===== config.mk =====
export PLATFORM = sky130hd
export DESIGN_NAME = fpu_div_arbiter
export DESIGN_NICKNAME = d
export VERILOG_FILES = /design/src/rtl/fpu_div_arbiter.sv
export SDC_FILE = /design/constraint.sdc
export NUM_CORES = 2
export LEC_CHECK = 0
export CORE_MARGIN = 2
export CORE_UTILIZATION = 40
export CTS_BUF_LIST = sky130_fd_sc_hd__clkbuf_4
export CTS_CLUSTER_SIZE = 16
export DETAILED_ROUTE_END_ITERATION = 12
export PLACE_DENSITY_LB_ADDON = 0.2
export SYNTH_ARGS = -nofsm -noshare
export SYNTH_HDL_FRONTEND = slang
export SYNTH_HIERARCHICAL = 1
export SYNTH_SLANG_ARGS = --single-unit

===== constraint.sdc =====
create_clock -name clk -period 181.9 [get_ports clk]
set_input_delay 45.475 -clock clk [delete_from_list [all_inputs] [get_ports clk]]
set_output_delay 45.475 -clock clk [all_outputs]
set_load 0.05 [all_outputs]

===== src/rtl/fpu_div_arbiter.sv =====
// Round-robin arbiter sharing one combinational single-precision divider between NUM_REQ requesters.
// Define FPU_DIV_EXC_EN to add the rsp_dbz/rsp_nan exception flag outputs.

module fpu_sp_divider (
  input  logic [31:0] a,
  input  logic [31:0] b,
  output logic [31:0] q
);
  logic              sa, sb, sq;
  logic [7:0]        ea, eb;
  logic [22:0]       fa, fb;
  logic              a_nan, b_nan, a_inf, b_inf, a_zero, b_zero;
  logic [23:0]       ma, mb;
  logic [25:0]       quo;
  logic [24:0]       rem;
  logic [23:0]       mant, mant_n;
  logic              guard, sticky, carry;
  logic signed [9:0] exp_q;
  logic [22:0]       frac;

  // Subnormal operands are flushed to zero; tiny results flush to signed zero.
  always_comb begin
    {sa, ea, fa} = a;
    {sb, eb, fb} = b;
    sq     = sa ^ sb;
    a_nan  = (ea == 8'hff) && (fa != '0);
    b_nan  = (eb == 8'hff) && (fb != '0);
    a_inf  = (ea == 8'hff) && (fa == '0);
    b_inf  = (eb == 8'hff) && (fb == '0);
    a_zero = (ea == 8'h00);
    b_zero = (eb == 8'h00);
    ma     = {1'b1, fa};
    mb     = {1'b1, fb};

    quo = '0;
    rem = {1'b0, ma};
    for (int i = 25; i >= 0; i--) begin
      if (rem >= {1'b0, mb}) begin
        quo[i] = 1'b1;
        rem    = rem - {1'b0, mb};
      end
      rem = rem << 1;
    end

    if (quo[25]) begin
      mant   = quo[25:2];
      guard  = quo[1];
      sticky = quo[0] | (rem != '0);
      exp_q  = $signed({2'b00, ea}) - $signed({2'b00, eb}) + 10'sd127;
    end else begin
      mant   = quo[24:1];
      guard  = quo[0];
      sticky = (rem != '0);
      exp_q  = $signed({2'b00, ea}) - $signed({2'b00, eb}) + 10'sd126;
    end

    // Round to nearest even; a carry out renormalises to 1.0 at the next exponent.
    {carry, mant_n} = {1'b0, mant} + 25'(guard & (sticky | mant[0]));
    frac = carry ? mant_n[23:1] : mant_n[22:0];
    if (carry) exp_q = exp_q + 10'sd1;

    q = {sq, exp_q[7:0], frac};
    if (exp_q >= 10'sd255)     q = {sq, 8'hff, 23'h0};
    else if (exp_q <= 10'sd0)  q = {sq, 31'h0};
    if (a_zero || b_inf)       q = {sq, 31'h0};
    if (a_inf || b_zero)       q = {sq, 8'hff, 23'h0};
    if (a_nan || b_nan || (a_zero && b_zero) || (a_inf && b_inf)) q = 32'h7fc00000;
  end
endmodule

module fpu_div_arbiter #(
  parameter int NUM_REQ       = 4,
  parameter int WIDTH         = 32,
  parameter int SETTLE_CYCLES = 2
) (
  input  logic                       clk,
  input  logic                       rst,
  input  logic [NUM_REQ-1:0]         req_valid,
  output logic [NUM_REQ-1:0]         req_ready,
  input  logic [NUM_REQ*WIDTH-1:0]   req_a,
  input  logic [NUM_REQ*WIDTH-1:0]   req_b,
  output logic                       rsp_valid,
  input  logic                       rsp_ready,
  output logic [WIDTH-1:0]           rsp_result,
  output logic [$clog2(NUM_REQ)-1:0] rsp_id,
`ifdef FPU_DIV_EXC_EN
  output logic                       rsp_dbz,
  output logic                       rsp_nan,
`endif
  output logic                       busy
);
  localparam int IW = $clog2(NUM_REQ);
  localparam int CW = (SETTLE_CYCLES > 1) ? $clog2(SETTLE_CYCLES) : 1;

  typedef enum logic [1:0] {IDLE, WAIT, RESP} state_t;

  state_t           state, state_n;
  logic [IW-1:0]    rr_ptr, id, grant;
  logic             gnt_found;
  logic [CW-1:0]    counter;
  logic [WIDTH-1:0] op_a, op_b, div_q;

  fpu_sp_divider u_div (
    .a (op_a),
    .b (op_b),
    .q (div_q)
  );

  // Rotating-priority search starting at rr_ptr.
  always_comb begin
    int idx;
    grant     = '0;
    gnt_found = 1'b0;
    for (int k = 0; k < NUM_REQ; k++) begin
      idx = int'(rr_ptr) + k;
      if (idx >= NUM_REQ) idx = idx - NUM_REQ;
      if (!gnt_found && req_valid[idx]) begin
        grant     = IW'(idx);
        gnt_found = 1'b1;
      end
    end
  end

  always_ff @(posedge clk or posedge rst) begin
    if (rst) state <= IDLE;
    else     state <= state_n;
  end

  always_comb begin
    state_n   = state;
    req_ready = '0;
    case (state)
      IDLE: begin
        if (gnt_found && !rst) begin
          req_ready[grant] = 1'b1;
          state_n          = WAIT;
        end
      end
      WAIT:    if (counter == '0) state_n = RESP;
      RESP:    if (rsp_ready) state_n = IDLE;
      default: state_n = IDLE;
    endcase
  end

  assign busy   = (state != IDLE);
  assign rsp_id = id;

  always_ff @(posedge clk or posedge rst) begin
    if (rst) begin
      rr_ptr     <= '0;
      counter    <= '0;
      id         <= '0;
      op_a       <= '0;
      op_b       <= '0;
      rsp_result <= '0;
      rsp_valid  <= 1'b0;
    end else begin
      case (state)
        IDLE: begin
          if (gnt_found) begin
            op_a    <= req_a[int'(grant)*WIDTH +: WIDTH];
            op_b    <= req_b[int'(grant)*WIDTH +: WIDTH];
            id      <= grant;
            counter <= CW'(SETTLE_CYCLES - 1);
          end
        end
        WAIT: begin
          if (counter == '0) begin
            rsp_result <= div_q;
            rsp_valid  <= 1'b1;
          end else begin
            counter <= counter - 1'b1;
          end
        end
        RESP: begin
          if (rsp_ready) begin
            rsp_valid <= 1'b0;
            rr_ptr    <= (id == IW'(NUM_REQ - 1)) ? '0 : id + 1'b1;
          end
        end
        default: ;
      endcase
    end
  end

`ifdef FPU_DIV_EXC_EN
  logic a_zero_x, b_zero_x, a_nan_x, b_nan_x, a_inf_x, b_inf_x, exc_dbz, exc_nan;

  always_comb begin
    a_zero_x = (op_a[30:0] == '0);
    b_zero_x = (op_b[30:0] == '0);
    a_nan_x  = (op_a[30:23] == 8'hff) && (op_a[22:0] != '0);
    b_nan_x  = (op_b[30:23] == 8'hff) && (op_b[22:0] != '0);
    a_inf_x  = (op_a[30:23] == 8'hff) && (op_a[22:0] == '0);
    b_inf_x  = (op_b[30:23] == 8'hff) && (op_b[22:0] == '0);
    exc_dbz  = b_zero_x && !a_zero_x && (op_a[30:23] != 8'hff);
    exc_nan  = a_nan_x || b_nan_x || (a_zero_x && b_zero_x) || (a_inf_x && b_inf_x);
  end

  always_ff @(posedge clk or posedge rst) begin
    if (rst) begin
      rsp_dbz <= 1'b0;
      rsp_nan <= 1'b0;
    end else if (state == WAIT && counter == '0) begin
      rsp_dbz <= exc_dbz;
      rsp_nan <= exc_nan;
    end
  end
`else
`endif

endmodule

==> results.sh <==
export IMPL_area_delta_synth_final_pct=11.1
export IMPL_netlist_instances=5827
export IMPL_syn_nets=6681
export IMPL_seq_area_frac_synth_pct=6.21
export IMPL_grt_pass1_wl_mm=252
export IMPL_required_ns=182.48
export IMPL_min_path_type="flop to flop"
export IMPL_viasPerCell=6.14
export IMPL_yosysTopAreaCellShare_pct=17.5
export IMPL_root_buffer="clkbuf_4"
export IMPL_crit_cells=622
export IMPL_cts_tree="yes"
export IMPL_maxSlewViolCount=0
export IMPL_worstHoldStart="rsp_result[20]"
export IMPL_synth_distinct_cells=121
export IMPL_fp_dieH_um=328
export IMPL_rsz0062_at_grt="false"
export IMPL_grt_max_degree=73
export IMPL_slowest_delay_ns=0.90
export IMPL_core_area_mm2=0.104
export IMPL_cpMaxStageDelayCell="dfrtp_1"
export IMPL_dieArea_mm2=0.107
export IMPL_synthFlopType="dfrtp_1"
export IMPL_final_setup_tns_ns=0
export IMPL_cts_buffers_inserted=9
export IMPL_path_class="flop to flop"
export IMPL_first_iter_violations=4056
export IMPL_cp_end_kind="flop"
export IMPL_wire_per_inst_um=22.6
export IMPL_path_clk_slew_ns=0.28
export IMPL_async_flop_share_pct=100
export IMPL_worst_slew_pin_slew_ns=1.10
export IMPL_start_util_pct=40.4
export IMPL_startpoint_type="flop"
export IMPL_finalCriticalPeriod_ns=128.91
export IMPL_path_common_cell="a21o_1"
export IMPL_reg2reg_depth=622
export IMPL_place_gp_congestion=0.971
export IMPL_crit_family="compound AO/OA/AOI/OAI gates"
export IMPL_crit_end="rsp_result[16]"
export IMPL_yosys_warnings=6
export IMPL_avgSynthCellArea_um2=7.20
export IMPL_htree_levels=3
export IMPL_hold_viol=0
export IMPL_cp_max_fo=45
export IMPL_postLayoutCellArea_mm2=0.0466
export IMPL_yosys_top_cells_count="ha_1, nor2_1, a21oi_1, nand2_1, o21ai_0"
export IMPL_timing_final_crit_share_pct=70.9
export IMPL_cts_buffer_depth=2
export IMPL_grt_ovfl_total=0
export IMPL_synth_area_leader_cell="ha_1"
export IMPL_path_buf_inv=19
export IMPL_setup_viol=0
export IMPL_ctsResizeCount=0
export IMPL_cts_sinks=104
export IMPL_worstSetupStartpoint="op_b[1]"
export IMPL_r2r_end="rsp_result[16]"
export IMPL_cts_hold_buf=0
export IMPL_rows=118
export IMPL_r2r_slack_ns=52.99
export IMPL_track_usage_pct=29.9
export IMPL_clock_fmax_mhz=7.76
export IMPL_max_cap_viol_count=0
export IMPL_io_pins=303
export IMPL_final_layout_size_suffix_gt1_share_pct=8.08
export IMPL_routed_via_count=45408
export IMPL_slew_headroom_pct=25.9
export IMPL_dpl_hpwl_mm=132
export IMPL_skew_ns=0.0820
export IMPL_route_detailed_drc=0
export IMPL_drt_total_wl_mm=167
export IMPL_drtPass1Iterations=5
export IMPL_cts_setup_buffers=0
export IMPL_outcome="finished clean"
export IMPL_rr_startpoint="op_b[1]"
export IMPL_final_antenna_net_count=0
export IMPL_antenna_found_initial=7
export IMPL_clk_latency_ns=0.70
export IMPL_synth_area_top_cells="ha_1, mux2_2, dfrtp_1"
export IMPL_ys_seq_elements=104
export IMPL_synth_edf_count=0
export IMPL_grt_pass1_vias=42791
export IMPL_synth_most_common_cell="ha_1"
export IMPL_port_buffers=302
export IMPL_crit_arrival_ns=129.50
export IMPL_netlist_area_mm2=0.0419
export IMPL_finalNetCount=6865
export IMPL_fp_dieW_um=328
export IMPL_placed_cell_area_mm2=0.0464
[routing by layer]
layer / GRT usage [%] / part of all wire [%]
met3: 4.44 / 7.7
met5: 0 / 0.020
met1: 39.4 / 44
met4: 12.1 / 4.3
met2: 48.8 / 44
[cell type report]
| type | instances | area, um^2 |
|---|---|---|
| clock inverters | 6 | 77.6 |
| repair buffers | 378 | 3580 |
| inverters | 309 | 1160 |
| flip-flops and latches | 104 | 2600 |
| clock buffers | 9 | 67.6 |
| multi-input cells | 5209 | 37400 |
| well taps | 1380 | 1730 |
| fillers | 10695 | 57200 |
| diodes | 4 | 10.0 |
[worst register-to-register path: cells and delay by family (launching register included)]
family	cells	cell delay, ns
mux	8	2.71
simple gates	138	28.05
compound gates	430	84.03
flops	1	0.90
buf+inv	19	3.81
fa+ha+maj	27	9.18
[worst min-delay path by stage]
stage                                 to  slack [ns]  cells past startpoint
after floorplan                 state[0]        0.49                      1
after global placement     rsp_result[0]        0.49                      1
after detailed placement  rsp_result[14]        0.50                      1
after CTS                 rsp_result[14]        0.54                      1
after global routing      rsp_result[14]        0.56                      1
final                     rsp_result[20]        0.53                      1
[state kept, by name, indices dropped and copies added, names as in the netlist]
register	count
op_b	32
op_a	32
rsp_valid	1
rsp_id	2
rsp_result	32
rr_ptr	2
state	2
counter	1
[metrics by stage]
stage	instances	hold slack (ns)	util, %	setup slack (ns)
2_1_floorplan	5827	0.488	-	63.59
6_report	7399	0.533	44.9	52.99
3_5_place_dp	7380	0.499	44.7	55.51
5_1_grt	7398	0.557	44.9	40.49
3_3_place_gp	7380	0.491	44.7	58.34
4_1_cts	7395	0.539	44.9	54.76
[layout by cell type, fill, tap and decap left out, types with 49 or more instances in the layout]
master,count
inv_1,289
a31oi_1,92
nor3_1,141
nor2_1,505
o31ai_1,58
nand3_1,98
o21ai_0,394
xnor2_1,267
clkdlybuf4s50_1,300
nor2b_1,70
a22oi_1,73
nand4_1,108
and3_1,109
a21o_1,291
mux2_2,274
dfrtp_1,103
buf_4,76
o21a_1,135
nor4_1,49
o211ai_1,88
a21boi_0,55
nand2_1,438
a21oi_1,501
o21bai_1,49
xor2_1,182
mux2i_1,70
ha_1,588
nand2b_1,89
[logic make-up after synthesis]
logic type      after synthesis  synth area share [%]
xor+xnor                    449                  9.38
fa+ha+maj                   591                  17.7
compound gates             2016                  31.4
buf+inv                     514                  4.93
simple gates               1803                  21.1
mux                         350                  9.25
flops                       104                  6.21
Power is not shown: default switching activity piles up to over one toggle a cycle in this logic, so the estimate is an artifact.
